## src/rtl/mem_access_unit.sv

```systemverilog
// mem_access_unit
//   Load/store initiator between the MIPS memory stage and one port of a
//   byte-enabled dual-port data BRAM. Accepts one LB/LBU/LH/LHU/LW/SB/SH/SW
//   request at a time. It drives the BRAM word address, byte write enables and
//   lane-replicated store data in the accept cycle. It waits out the BRAM read
//   latency and returns aligned, sign- or zero-extended load data.
//   Misaligned and invalid-size requests are answered with an error and
//   never touch memory.
//
// Parameters
//   RAM_ADDR_WIDTH  BRAM word address width (default 11, depth 2048)
//   READ_LATENCY    BRAM read latency in cycles, 1 or 2
//
// Configuration macro
//   MEM_ACCESS_BIG_ENDIAN_EN  when defined, byte offset k maps to lane 3-k
//                             (big-endian); otherwise offset k maps to lane k.
//
// Ports
//   i_clock, i_reset_n      clock, asynchronous active-low reset
//   i_req_*/o_req_ready     request handshake and payload
//   o_rsp_valid/rdata/err   one-cycle response pulse with load data / error
//   o_ram_en/we/addr/data   BRAM port drive (combinational in accept cycle)
//   o_ram_rea               BRAM output register enable, high while waiting
//   i_ram_data              BRAM read data
module mem_access_unit #(
  parameter int RAM_ADDR_WIDTH = 11,
  parameter int READ_LATENCY   = 2
) (
  input  logic                      i_clock,
  input  logic                      i_reset_n,
  input  logic                      i_req_valid,
  output logic                      o_req_ready,
  input  logic                      i_req_we,
  input  logic [1:0]                i_req_size,
  input  logic                      i_req_unsigned,
  input  logic [31:0]               i_req_addr,
  input  logic [31:0]               i_req_wdata,
  output logic                      o_rsp_valid,
  output logic [31:0]               o_rsp_rdata,
  output logic                      o_rsp_err,
  output logic                      o_ram_en,
  output logic [3:0]                o_ram_we,
  output logic [RAM_ADDR_WIDTH-1:0] o_ram_addr,
  output logic [31:0]               o_ram_data,
  output logic                      o_ram_rea,
  input  logic [31:0]               i_ram_data
);

  typedef enum logic [1:0] {
    ST_IDLE = 2'd0,
    ST_WAIT = 2'd1,
    ST_RESP = 2'd2
  } state_t;

  localparam logic [1:0] SIZE_BYTE = 2'b00;
  localparam logic [1:0] SIZE_HALF = 2'b01;
  localparam logic [1:0] SIZE_WORD = 2'b10;

  state_t      state_q, state_d;
  logic [1:0]  cnt_q, cnt_d;
  logic        err_q, err_d;
  logic        load_q, load_d;
  logic [1:0]  off_q, off_d;
  logic [1:0]  size_q, size_d;
  logic        uns_q, uns_d;
  logic [31:0] raw_q, raw_d;

  logic        accept;
  logic        legal;
  logic [1:0]  req_off;

  // Byte write-enable pattern for a store of the given size at byte offset off.
  function automatic logic [3:0] store_mask(input logic [1:0] size, input logic [1:0] off);
    logic [3:0] m;
    case (size)
`ifdef MEM_ACCESS_BIG_ENDIAN_EN
      SIZE_BYTE: m = 4'b1000 >> off;
      SIZE_HALF: m = 4'b1100 >> off;
`else
      SIZE_BYTE: m = 4'b0001 << off;
      SIZE_HALF: m = 4'b0011 << off;
`endif
      SIZE_WORD: m = 4'b1111;
      default:   m = 4'b0000;
    endcase
    return m;
  endfunction

  // Store data replicated across all lanes so the enables alone pick the target.
  function automatic logic [31:0] store_data(input logic [1:0] size, input logic [31:0] wdata);
    logic [31:0] d;
    case (size)
      SIZE_BYTE: d = {4{wdata[7:0]}};
      SIZE_HALF: d = {2{wdata[15:0]}};
      default:   d = wdata;
    endcase
    return d;
  endfunction

  // Pull the addressed byte/half out of the BRAM word and extend it.
  function automatic logic [31:0] extend_load(input logic [31:0] raw, input logic [1:0] size,
                                               input logic [1:0] off, input logic uns);
    logic [1:0]         lane_b;
    logic [1:0]         lane_h;
    logic [31:0]        sh_b;
    logic [31:0]        sh_h;
    logic signed [7:0]  b;
    logic signed [15:0] h;
    logic [31:0]        res;
`ifdef MEM_ACCESS_BIG_ENDIAN_EN
    lane_b = 2'd3 - off;
    lane_h = 2'd2 - off;   // low-order byte of the half sits at offset off+1
`else
    lane_b = off;
    lane_h = off;
`endif
    sh_b = raw >> {lane_b, 3'b000};
    sh_h = raw >> {lane_h, 3'b000};
    b    = sh_b[7:0];
    h    = sh_h[15:0];
    case (size)
      SIZE_BYTE: res = {{24{b[7] & ~uns}}, b};
      SIZE_HALF: res = {{16{h[15] & ~uns}}, h};
      default:   res = raw;
    endcase
    return res;
  endfunction

  assign req_off = i_req_addr[1:0];
  assign accept  = i_req_valid && (state_q == ST_IDLE);
  assign legal   = (i_req_size == SIZE_BYTE) ||
                   ((i_req_size == SIZE_HALF) && !i_req_addr[0]) ||
                   ((i_req_size == SIZE_WORD) && (req_off == 2'b00));

  // State register
  always_ff @(posedge i_clock or negedge i_reset_n) begin
    if (!i_reset_n) begin
      state_q <= ST_IDLE;
      cnt_q   <= 2'd0;
      err_q   <= 1'b0;
      load_q  <= 1'b0;
    end else begin
      state_q <= state_d;
      cnt_q   <= cnt_d;
      err_q   <= err_d;
      load_q  <= load_d;
    end
  end

  // Request attributes and captured read word carry no reset; they are only
  // consumed in RESP, which is always preceded by a fresh capture.
  always_ff @(posedge i_clock) begin
    off_q  <= off_d;
    size_q <= size_d;
    uns_q  <= uns_d;
    raw_q  <= raw_d;
  end

  // Next-state logic
  always_comb begin
    state_d = state_q;
    cnt_d   = cnt_q;
    err_d   = err_q;
    load_d  = load_q;
    off_d   = off_q;
    size_d  = size_q;
    uns_d   = uns_q;
    raw_d   = raw_q;
    case (state_q)
      ST_IDLE: begin
        if (accept) begin
          err_d  = !legal;
          load_d = legal && !i_req_we;
          off_d  = req_off;
          size_d = i_req_size;
          uns_d  = i_req_unsigned;
          cnt_d  = 2'(READ_LATENCY - 1);
          state_d = (legal && !i_req_we) ? ST_WAIT : ST_RESP;
        end
      end
      ST_WAIT: begin
        if (cnt_q == 2'd0) begin
          // Final wait cycle: BRAM output is valid now.
          raw_d   = i_ram_data;
          state_d = ST_RESP;
        end else begin
          cnt_d = cnt_q - 2'd1;
        end
      end
      ST_RESP: state_d = ST_IDLE;
      default: state_d = ST_IDLE;
    endcase
  end

  // Output logic
  always_comb begin
    o_req_ready = (state_q == ST_IDLE);
    o_ram_rea   = (state_q == ST_WAIT);
    o_rsp_valid = (state_q == ST_RESP);
    o_rsp_err   = (state_q == ST_RESP) && err_q;
    o_rsp_rdata = 32'd0;
    if ((state_q == ST_RESP) && load_q && !err_q)
      o_rsp_rdata = extend_load(raw_q, size_q, off_q, uns_q);

    // RAM port is driven only in the accept cycle of a legal request.
    o_ram_en   = 1'b0;
    o_ram_we   = 4'b0000;
    o_ram_addr = '0;
    o_ram_data = 32'd0;
    if (accept && legal) begin
      o_ram_en   = 1'b1;
      o_ram_addr = i_req_addr[RAM_ADDR_WIDTH+1:2];
      if (i_req_we) begin
        o_ram_we   = store_mask(i_req_size, req_off);
        o_ram_data = store_data(i_req_size, i_req_wdata);
      end
    end
  end

endmodule

```

## config.mk

```make
export PLATFORM = sky130hd
export DESIGN_NAME = mem_access_unit
export DESIGN_NICKNAME = d
export VERILOG_FILES = /design/src/rtl/mem_access_unit.sv
export SDC_FILE = /design/constraint.sdc
export NUM_CORES = 1
export LEC_CHECK = 0
export BUFFER_PORTS_ARGS = -buffer_cell sky130_fd_sc_hd__buf_2
export CORE_MARGIN = 8
export CORE_UTILIZATION = 35
export DETAILED_ROUTE_END_ITERATION = 12
export PLACE_DENSITY_LB_ADDON = 0.25
export SYNTH_ARGS = -nofsm -noshare
export SYNTH_HDL_FRONTEND = slang
export SYNTH_SLANG_ARGS = --single-unit
```

## constraint.sdc

```tcl
create_clock -name i_clock -period 2.31 [get_ports i_clock]
set_input_delay 0.1155 -clock i_clock [delete_from_list [all_inputs] [get_ports i_clock]]
set_output_delay 0.1155 -clock i_clock [all_outputs]
set_load 0.03 [all_outputs]
```

==> summary by stage <==
Outcome
The run finished with clean final reports.

Min path
The path category of the worst min-delay check is input port to flop. In this run the most critical hold path is launched from i_ram_data[14].

Yosys
For this run, the register share of the synthesized area comes to 0.418. The post-synthesis cell count is between 200 and 300. Among all flip-flop cells after synthesis, the most frequent one is edfxtp_1.

Among all cell types in the netlist, the one instantiated most often is edfxtp_1. The dominant cell type by area after synthesis is edfxtp_1. The number of nets handed over by synthesis was between 300 and 400. By area the synthesized netlist is led by edfxtp_1 (37%), mux2i_1 (6.0%), dfrtp_1 (5.0%), and2_1 (4.6%), o21ai_0 (4.1%). The share of synthesized area in the top cell type comes to 0.368. Counting instances in the post-synthesis netlist gives the leading cell types as edfxtp_1 (37), o21ai_0 (25), and2_1 (22), nor2_1 (22), mux2i_1 (18). Yosys mapped a number of flops with a built-in enable equal to 37. The combined area of all synthesized cells is 3020 µm². The async set-reset flop share out of synthesis is 0.140. The number of different library cells used by synthesis comes to 48.

The average instance area after synthesis is 10.3 µm². The Yosys warning count is 0. The flop and latch count out of synthesis is between 40 and 50.

STA
In the final timing run, aggregate negative setup slack is 0 ps. The count of final hold-check violations is 0. The top achievable clock speed is 0.458 GHz.

The final number of max-transition violations is 0. The transition time at the pin with the least slew margin is 588 ps. In this run the tightest slew margin relative to its limit is 0.608. Setup violations remaining at the end of the flow were counted as 0. The setup skew after layout is around 14 ps.

The clock period minus final worst setup slack is about 2200 ps. The post-route clock period utilization is 0.945. Setup repair after global routing left no endpoint under its margin.

Placed design
Port buffering added between 150 and 200 buffers. Detailed placement ended at an HPWL of ~7.5 mm. The cell area after placement is a little under 4000 µm². Routability-driven placement finished with a final weighted congestion of ~0.8.

Setup path
On the critical path the largest part of the delay comes from simple AND/OR/NAND/NOR gates. Following the worst setup path forward leads to its endpoint at o_ram_data[7]. The largest incremental delay on the critical path is about 470 ps. In this run the worst path has a maximum fanout of 7. The critical path goes through nand4bb_1 > a21oi_1 > buf_4 > and2_1 > buf_2. The worst register-to-register path begins at state_q[0].

The data arrival at the endpoint of the critical path is 2070 ps. The type of destination of the critical path is an output pin. The category of the most critical setup path is flop to output pin. The critical path runs through a total of 5 cells. The critical path starts at state_q[0]. Among all stages on the critical path, the largest delay is contributed by dfrtp_1. The logic depth of the worst register-to-register path is 2. The worst register-to-register path has a setup slack of between 700 and 800 ps. For the worst setup path, the data required time is around 2200 ps. The endpoint identified for the worst register-to-register timing path is off_q[0].

The sum of buffers and inverters on the critical path is 2. The worst setup path is launched from a flop.

Floorplanning
The floorplan has 34 rows. The die footprint is 11,800 µm². The standard cell core area is between 8000 and 9000 µm². The chip height is ~110 µm. In this run the count of I/O pins placed on the die edge is 187. In this run the horizontal extent of the chip is ~110 µm.

For this configuration, the core starts out at a cell density of 0.353.

GRT
The number of global-route vias before repair is ~3,100. The global-route congestion overflow total is 0. The maximum number of pins on one net before global-route repair is 34. The number of antenna violations at the first check in global routing came to 0. The first global-routing pass estimated roughly 16 mm of wire. The global routing usage summed across all routing layers is 0.162.

Route
For this run, design rule violations remaining after detail routing come to 0. For this run, the detailed router's first-pass iteration total came to 4. The via count is roughly 3,100. The DRC marker count from the first detailed-route iteration is 151. Once detail routing completed, the nets flagged for antenna violations numbered 0. After detailed routing, the total wire length is approximately 10 mm.

The wire length per cell after detailed routing is ~16 µm. The number of vias per cell after detailed routing is ~5.

Layout
The ratio of cells with drive above 1 in the final layout is 0.462. Relative to the synthesized area, the layout overhead comes to 46.9%. In the final design database the tool counted between 500 and 600 nets. The final non-filler cell area is around 4400 µm². The antenna cell count is 0.

Clock network
The clock latency reported for the late side of the worst-skew pair is 300 ps. The clock tree from TritonCTS is done. In this run the deepest clock path goes through 2 buffers. The tree is rooted in a clkbuf_8. Buffers inserted during clock tree synthesis total 5. The H-tree was split into 2 levels. The clock input transition at the sequential cells of the worst setup and hold paths is roughly 80 ps.

The tree built by TritonCTS fans out to 43 sinks.

Power and ir drop
The power density over cell area is between 600 and 700 nW/µm². Summed over all cells, the static leakage comes to around 2.1 nW. Across the VDD grid, the largest voltage drop is roughly 0.45 mV.

Flow run
The tool flagged a number of max-cap violations equal to 0.
[layout make-up]
class	count	area (µm²)
Sequential cell	43	1260
Tap cell	108	135
Clock inverter	2	60.1
Timing Repair Buffer	213	1270
Inverter	6	22.5
Fill cell	816	4120
Clock buffer	6	72.6
Multi-Input combinational cell	219	1600
[worst min-delay path by stage]
stage,cells after the start,slack (ps),end
after floorplan,0,-180,cnt_q[0]
after global placement,1,-50,state_q[1]
after detailed placement,1,-50,cnt_q[1]
after CTS,1,0.9,raw_q[18]
after global routing,1,1,raw_q[14]
final,1,10,raw_q[14]
[cell usage in the layout (no fill, tap or decap), drive strengths merged, types with 2 or more instances in the layout]
cell         count
dfrtp            6
a21oi           21
nor2            22
mux2i           18
inv              6
buf            181
a221oi           7
mux2            18
edfxtp          37
a21o             3
and2            22
o31ai            8
nor2b            5
bufinv           2
clkbuf           6
o21ai           28
nand3           17
o22a             7
dlygate4sd3     32
nand2           12
o221a            7
nor3             4
[where the power goes]
group	internal, mW	leakage, nW	total [mW]	switching [mW]
registers	0.957	0.411	1.05	0.0914
logic	0.466	1.61	1.17	0.706
clock network	0.432	0.0654	0.685	0.253
[logic make-up after synthesis]
logic type / synth area share
adder cells (fa/ha/maj): 0.00415
multiplexers: 0.144
AO/OA/AOI/OAI: 0.207
flip-flops: 0.418
buffers and inverters: 0.0560
XOR/XNOR: 0.00581
AND/OR/NAND/NOR: 0.164
[sequential cells by signal (all words and copies together) (netlist names)]
name     flops
raw_q       32
cnt_q        2
off_q        2
size_q       2
state_q      2
err_q        1
load_q       1
uns_q        1
[per-stage QoR]
step,utilization,power [mW],setup WS [ps],hold WS (ps),cells
2_1_floorplan,-,1.85,87.5,-180,292
3_3_place_gp,0.461,2.16,386,-50.6,554
3_5_place_dp,0.461,2.18,357,-49.1,554
4_1_cts,0.511,2.91,30.7,0.900,592
5_1_grt,0.518,3.08,13.9,1.33,597
6_report,0.518,2.91,127,14.0,597
[timing repair]
action,4_1_cts,5_1_grt
hold buffers,30,2
setup buffers,0,3
gates resized for setup,0,2
hold endpoints to repair,35,2
endpoints found under the setup margin,0,38
[layer usage]
metal | vias up | track usage | share of wire
met1 | 1420 | 0.194 | 0.42
met3 | 17 | 0.0479 | 0.088
met4 | 0 | 0.0518 | 0.022
met2 | 131 | 0.272 | 0.47
met5 | - | 0 | 0
li1 | 1491 | - | -
Power figures use the tool's default switching activity.
